==> src/rtl/mac_pkg.sv <==
// ---------------------------------------------------------------------------
// mac_pkg
// Shared constants and types for the MAC accumulator slice.
//   MAC_PROD_W : default product word width (16x16 multiplier output)
//   MAC_ACC_W  : default accumulator width (must exceed MAC_PROD_W)
//   MAC_CNT_W  : default burst-length field width
//   state_t    : burst controller states
// ---------------------------------------------------------------------------
package mac_pkg;

   localparam int MAC_PROD_W = 32;
   localparam int MAC_ACC_W  = 40;
   localparam int MAC_CNT_W  = 16;

   typedef enum logic [1:0] {
      IDLE  = 2'd0,
      ACCUM = 2'd1,
      HOLD  = 2'd2
   } state_t;

endpackage

==> src/rtl/mac_accumulator_if.sv <==
// ---------------------------------------------------------------------------
// mac_accumulator_if
// Bundles the burst command, product stream and result handshake.
//   start/len          : burst command (len sampled with start)
//   prod_valid/prod    : upstream product stream, accepted when prod_ready
//   acc_valid/acc_out  : final burst sum, released when acc_ready
//   busy/overflow      : status
// Modports: master drives commands/products, slave is the accumulator.
// ---------------------------------------------------------------------------
interface mac_accumulator_if
   import mac_pkg::*;
#(
   parameter int PROD_W = MAC_PROD_W,
   parameter int ACC_W  = MAC_ACC_W,
   parameter int CNT_W  = MAC_CNT_W
) ();

   logic              start;
   logic [CNT_W-1:0]  len;
   logic              prod_valid;
   logic [PROD_W-1:0] prod;
   logic              prod_ready;
   logic              acc_valid;
   logic              acc_ready;
   logic [ACC_W-1:0]  acc_out;
   logic              busy;
   logic              overflow;

   modport master (
      output start, len, prod_valid, prod, acc_ready,
      input  prod_ready, acc_valid, acc_out, busy, overflow
   );

   modport slave (
      input  start, len, prod_valid, prod, acc_ready,
      output prod_ready, acc_valid, acc_out, busy, overflow
   );

endinterface

==> src/rtl/mac_accumulator_sat_add.sv <==
// ---------------------------------------------------------------------------
// sat_add
// Combinational unsigned saturating adder: sum = a + zero-extended b,
// clamped to all-ones when the true result needs more than ACC_W bits.
//   a   : ACC_W-bit accumulator value
//   b   : PROD_W-bit unsigned product
//   sum : saturated ACC_W-bit result
//   ovf : high when this add saturated
// ---------------------------------------------------------------------------
module sat_add #(
   parameter int PROD_W = 32,
   parameter int ACC_W  = 40
) (
   input  logic [ACC_W-1:0]  a,
   input  logic [PROD_W-1:0] b,
   output logic [ACC_W-1:0]  sum,
   output logic              ovf
);

   // One guard bit above the accumulator catches the carry out.
   function automatic logic [ACC_W:0] wide_add(input logic [ACC_W-1:0]  x,
                                                input logic [PROD_W-1:0] y);
      return {1'b0, x} + {{(ACC_W + 1 - PROD_W){1'b0}}, y};
   endfunction

   function automatic logic [ACC_W-1:0] saturate(input logic [ACC_W:0] w);
      return w[ACC_W] ? {ACC_W{1'b1}} : w[ACC_W-1:0];
   endfunction

   logic [ACC_W:0] wide;

   always_comb begin
      wide = wide_add(a, b);
      sum  = saturate(wide);
      ovf  = wide[ACC_W];
   end

endmodule

==> src/rtl/mac_accumulator.sv <==
// ---------------------------------------------------------------------------
// mac_accumulator
// Sums a burst of len unsigned products into a saturating accumulator and
// presents the total with a valid/ready handshake.
//   clk   : clock, rising edge
//   rst_n : asynchronous active-low reset
//   bus   : mac_accumulator_if.slave (command, product stream, result, status)
// Flow: IDLE --start--> ACCUM --last transfer--> HOLD --acc_ready--> IDLE.
// A zero-length start goes straight to HOLD with a zero sum.
// ---------------------------------------------------------------------------
module mac_accumulator
   import mac_pkg::*;
#(
   parameter int PROD_W = MAC_PROD_W,
   parameter int ACC_W  = MAC_ACC_W,
   parameter int CNT_W  = MAC_CNT_W
) (
   input  logic               clk,
   input  logic               rst_n,
   mac_accumulator_if.slave   bus
);

   state_t            state, state_nxt;
   logic [CNT_W-1:0]  cnt;
   logic [ACC_W-1:0]  acc;
   logic              ovf_sticky;
   logic [ACC_W-1:0]  add_sum;
   logic              add_ovf;
   logic              prod_ready;
   logic              acc_valid;
   logic              busy;
   logic              xfer;

   sat_add #(
      .PROD_W (PROD_W),
      .ACC_W  (ACC_W)
   ) u_sat_add (
      .a   (acc),
      .b   (bus.prod),
      .sum (add_sum),
      .ovf (add_ovf)
   );

   assign xfer = bus.prod_valid & prod_ready;

   always_ff @(posedge clk or negedge rst_n) begin
      if (!rst_n) state <= IDLE;
      else        state <= state_nxt;
   end

   always_comb begin
      state_nxt  = state;
      prod_ready = 1'b0;
      acc_valid  = 1'b0;
      busy       = 1'b1;
      case (state)
         IDLE: begin
            busy = 1'b0;
            if (bus.start)
               state_nxt = (bus.len == '0) ? HOLD : ACCUM;
         end
         ACCUM: begin
            prod_ready = 1'b1;
            if (xfer && cnt == CNT_W'(1))
               state_nxt = HOLD;
         end
         HOLD: begin
            acc_valid = 1'b1;
            // Any start seen here is dropped: the return to IDLE is unconditional.
            if (bus.acc_ready)
               state_nxt = IDLE;
         end
         default: state_nxt = IDLE;
      endcase
   end

   // Accumulator, remaining count and sticky overflow.
   always_ff @(posedge clk or negedge rst_n) begin
      if (!rst_n) begin
         acc        <= '0;
         cnt        <= '0;
         ovf_sticky <= 1'b0;
      end else begin
         case (state)
            IDLE: begin
               if (bus.start) begin
                  acc        <= '0;
                  cnt        <= bus.len;
                  ovf_sticky <= 1'b0;
               end
            end
            ACCUM: begin
               if (xfer) begin
                  acc        <= add_sum;
                  cnt        <= cnt - CNT_W'(1);
                  ovf_sticky <= ovf_sticky | add_ovf;
               end
            end
            default: ;
         endcase
      end
   end

   assign bus.prod_ready = prod_ready;
   assign bus.acc_valid  = acc_valid;
   assign bus.busy       = busy;
   assign bus.acc_out    = acc;
   assign bus.overflow   = ovf_sticky;

endmodule
==> src/flat_wrapper.sv <==
// flat-port wrapper written by rule: the top's interface ports become plain ports
module mac_accumulator_flat import mac_pkg::*;
#(
   parameter int PROD_W = MAC_PROD_W,
   parameter int ACC_W  = MAC_ACC_W,
   parameter int CNT_W  = MAC_CNT_W
)
  (clk, rst_n, bus_start, bus_len, bus_prod_valid, bus_prod, bus_acc_ready, bus_prod_ready, bus_acc_valid, bus_acc_out, bus_busy, bus_overflow);
  mac_accumulator_if #(.PROD_W(PROD_W), .ACC_W(ACC_W), .CNT_W(CNT_W)) bus_i ();
  input  logic clk;
  input  logic rst_n;
  input wire logic [$bits(bus_i.start)-1:0] bus_start;
  input wire logic [$bits(bus_i.len)-1:0] bus_len;
  input wire logic [$bits(bus_i.prod_valid)-1:0] bus_prod_valid;
  input wire logic [$bits(bus_i.prod)-1:0] bus_prod;
  input wire logic [$bits(bus_i.acc_ready)-1:0] bus_acc_ready;
  output wire logic [$bits(bus_i.prod_ready)-1:0] bus_prod_ready;
  output wire logic [$bits(bus_i.acc_valid)-1:0] bus_acc_valid;
  output wire logic [$bits(bus_i.acc_out)-1:0] bus_acc_out;
  output wire logic [$bits(bus_i.busy)-1:0] bus_busy;
  output wire logic [$bits(bus_i.overflow)-1:0] bus_overflow;
  assign bus_i.start = bus_start;
  assign bus_i.len = bus_len;
  assign bus_i.prod_valid = bus_prod_valid;
  assign bus_i.prod = bus_prod;
  assign bus_i.acc_ready = bus_acc_ready;
  assign bus_prod_ready = bus_i.prod_ready;
  assign bus_acc_valid = bus_i.acc_valid;
  assign bus_acc_out = bus_i.acc_out;
  assign bus_busy = bus_i.busy;
  assign bus_overflow = bus_i.overflow;
  mac_accumulator #(.PROD_W(PROD_W), .ACC_W(ACC_W), .CNT_W(CNT_W)) u_core (.clk(clk), .rst_n(rst_n), .bus(bus_i));
endmodule
==> config.mk <==
export PLATFORM = sky130hd
export DESIGN_NAME = mac_accumulator_flat
export DESIGN_NICKNAME = d
export VERILOG_FILES = /design/src/rtl/mac_pkg.sv /design/src/rtl/mac_accumulator_if.sv /design/src/rtl/mac_accumulator_sat_add.sv /design/src/rtl/mac_accumulator.sv /design/src/flat_wrapper.sv
export SDC_FILE = /design/constraint.sdc
export NUM_CORES = 1
export LEC_CHECK = 0
export BUFFER_PORTS_ARGS = -buffer_cell sky130_fd_sc_hd__buf_2
export CORE_MARGIN = 1.5
export CORE_UTILIZATION = 54
export CTS_CLUSTER_SIZE = 24
export DETAILED_ROUTE_END_ITERATION = 16
export GPL_TIMING_DRIVEN = 0
export PLACE_DENSITY = 0.89
export SYNTH_ARGS = -nofsm -noshare
export SYNTH_HDL_FRONTEND = slang
export SYNTH_HIERARCHICAL = 1
export SYNTH_SLANG_ARGS = --single-unit
==> constraint.sdc <==
create_clock -name clk -period 3.5 [get_ports clk]
set_clock_uncertainty 0.1 [all_clocks]
set_input_delay 0.35 -clock clk [delete_from_list [all_inputs] [get_ports clk]]
set_output_delay 0.35 -clock clk [all_outputs]
set_load 0.02 [all_outputs]
==> run metrics <==
Avg Cell Area, Syn=7.661 um^2; WL per Instance=16.49 um; CORE AREA=0.009153 mm^2; CP startpoint kind=register; synthesized flop and latch total=59; GRT Total Usage=29.89%; status=complete, but fails checks; Most used DFF post-synth=dfrtp_1; final setup fails=0; CTS tree=done; clk root buf=clkbuf_8; Clock Path Buffers=2; final instance area=0.005941 mm^2; post-synthesis cell count=661; WHS=-0.02612 ns; Register Area=0.001476 mm^2; Worst Setup End Kind=register; hold crit path type=in -> async; worst vdd ir=0.4556 mV; wirelength, routed=14580 um; Final #Nets=856; share of layout cells above drive strength 1=21.86%; H-tree depth=3; Post-CTS Setup Inserts=0; syn_nets=749; largest net degree at the start of global routing=60; clock sink count=59; vias per cell=6.160; Detail Route Antenna Nets=0; first-pass GRT wire length=24180 um; worst-skew pair later-pin latency=0.35 ns; Power Density=782.4 mW/mm^2; final hold vios=28; Clock transition at path regs=0.08 ns; failing checks=hold timing; max cap viols=0; Cell variety after synth=70; Syn-to-layout area delta=17.32%; Slew headroom=45.05%; initial DRC count=395; Ant. Diodes=0; IO buf count=96; Via Count=5445; worst-margin pin slew=0.8166 ns; area share of the largest cell type after synthesis=29.16%; total grt overflow=0; CTS Buf Count=9; Die H=99.84 um; Mapped Area=0.005064 mm^2; initial core utilization=55.32%; full die area=0.009967 mm^2; EDFF count, synth=0; post-synth top area cell=dfrtp_1; setup tns final=0 ns; area of the multi-input gates=0.003379 mm^2; Cell Area, Placed=0.005683 mm^2; Ys Warns=6; Slew Limit Fails=0; Row Count=35; ratio of final minimum period to clock period=95.49%; R2R cell count=16; Die Wd=99.84 um; Fillers=805; Async S/R FF share, synth=100.0%; sequential fraction of the synthesis area=29.16%; vias in the first global route=5141; top cells by area, synth=dfrtp_1, nand2_1, ha_1; DRT Pass-1 Iters=5; Leak=3.005 nW; f_max=299.2 MHz; initial antenna violation count=0; Hold Buf Count CTS=0; Max FO, Critical Path=10; CP required=3.63 ns; detailed placer's ending HPWL=10840 um; Setup CP Type=reg -> reg; Remaining DRCs=0; gpl congestion=0.9740; Final Critical Period=3.342 ns; WP data arrival=3.47 ns; I/O pins=97
synthesized netlist by cell type, drive strengths merged, types with 8 or more instances:
cell type  number
nand2         152
dfrtp          59
nand3          59
a21oi          54
o21ai          45
nor2           36
ha             34
buf            22
inv            15
xor2           14
clkbuf         12
xnor2          11
nor3           10
a31oi           9
a211oi          8
nand4           8
nor4            8
placed cells by master, fill, tap and decap left out, drive strengths merged, types with 4 or more instances in the layout:
master   count
dfrtp       59
a211oi       8
xnor2       11
inv         16
and2         5
and3         7
buf        118
clkbuf      21
o21ai       45
nand2      152
o211ai       4
a21oi       54
o22ai        5
mux2         6
or4          4
ha          34
nand4        8
nor2b        4
nor3        10
a21o         7
a31oi        9
nand2b       5
a2bb2oi      6
xor2        14
o21a         7
nor2        36
nand3       59
o21bai       6
o31ai        6
nor4         8
cell families (layout without fill, tap and decap cells):
group | after synthesis | after routing | synth area share (%)
AO/OA/AOI/OAI | 179 | 179 | 23.08
XOR/XNOR | 25 | 25 | 4.324
adder cells (fa/ha/maj) | 35 | 35 | 8.797
buffers and inverters | 50 | 162 | 4.620
flip-flops | 59 | 59 | 29.16
multiplexers | 8 | 8 | 1.878
AND/OR/NAND/NOR | 305 | 305 | 28.14
state kept, by name (all words and copies together) (netlist names):
| signal | count |
|---|---|
| u_core/cnt | 16 |
| u_core/state | 2 |
| u_core/bus.overflow | 1 |
| u_core/bus.acc_out | 40 |
routing by layer:
| metal | routed length [um] | GRT usage [%] | share of wire (%) | up-vias |
|---|---|---|---|---|
| met5 | 0 | 0 | 0 | - |
| met2 | 7022 | 50.29 | 48 | 288 |
| met3 | 1054 | 3.900 | 7.2 | 37 |
| li1 | - | - | - | 2589 |
| met4 | 322 | 13.76 | 2.2 | 0 |
| met1 | 6178 | 38.34 | 42 | 2531 |
path summary, 6_finish.rpt:
path / from / end / slack, ns
max: u_core/bus.acc_out[0]$_DFFE_PN0P_ / u_core/bus.overflow$_DFFE_PN0P_ / 0.16
min: rst_n / u_core/bus.acc_out[14]$_DFFE_PN0P_ / -0.03
max reg2reg: u_core/bus.acc_out[0]$_DFFE_PN0P_ / u_core/bus.overflow$_DFFE_PN0P_ / 0.16
min reg2reg: u_core/bus.acc_out[28]$_DFFE_PN0P_ / u_core/bus.acc_out[28]$_DFFE_PN0P_ / 0.40
max in group asynchronous: rst_n / u_core/cnt[3]$_DFFE_PN0P_ / 2.81
min in group clk: bus_start / u_core/state[0]$_DFFE_PN0P_ / 0.16
per-stage QoR:
stage               cells  hold WS (ns)  power (mW)  util, %  setup WS (ns)
floorplan             661      -0.04559       3.139        -         0.3697
global placement      868        0.3767       3.757    62.09        -0.1051
detailed placement    868        0.3853       3.846    62.09        -0.1425
CTS                   884        0.1549       4.596    64.63       0.004456
global route          884       0.04050       4.999    64.91       -0.03057
finish                884      -0.02612       4.648    64.91         0.1578
layout make-up:
cell class	instances	share of cell area, %
Clock inverter	7	1.706
Inverter	16	1.011
Tap cell	111	2.338
Buffer	34	2.991
Timing Repair Buffer	96	8.130
Sequential cell	59	24.85
Clock buffer	9	2.085
Multi-Input combinational cell	552	56.89
report_power, final:
part	internal, mW	switching (mW)	total [mW]
logic	1.02	1.74	2.76
clock network	0.405	0.317	0.723
registers	0.910	0.260	1.17
what timing repair did:
item,4_1_cts,5_1_grt
pin swaps,0,0
cloned,0,0
resized for setup,2,5
endpoints found under the setup margin,1,3
worst max-delay path, stage by stage (launching register included):
cell,delay [ns]
dfrtp_1,0.43
ha_1,0.27
fa_2,0.41
a211oi_4,0.28
o21bai_2,0.14
nand3_2,0.13
nand3_1,0.15
and2_1,0.20
buf_6,0.13
a41o_4,0.28
nand2_2,0.13
buf_6,0.16
inv_1,0.08
nand2_1,0.07
nor2_1,0.04
o21ai_0,0.14
nand2_1,0.08
No activity file was read; power rests on OpenSTA's default activity.
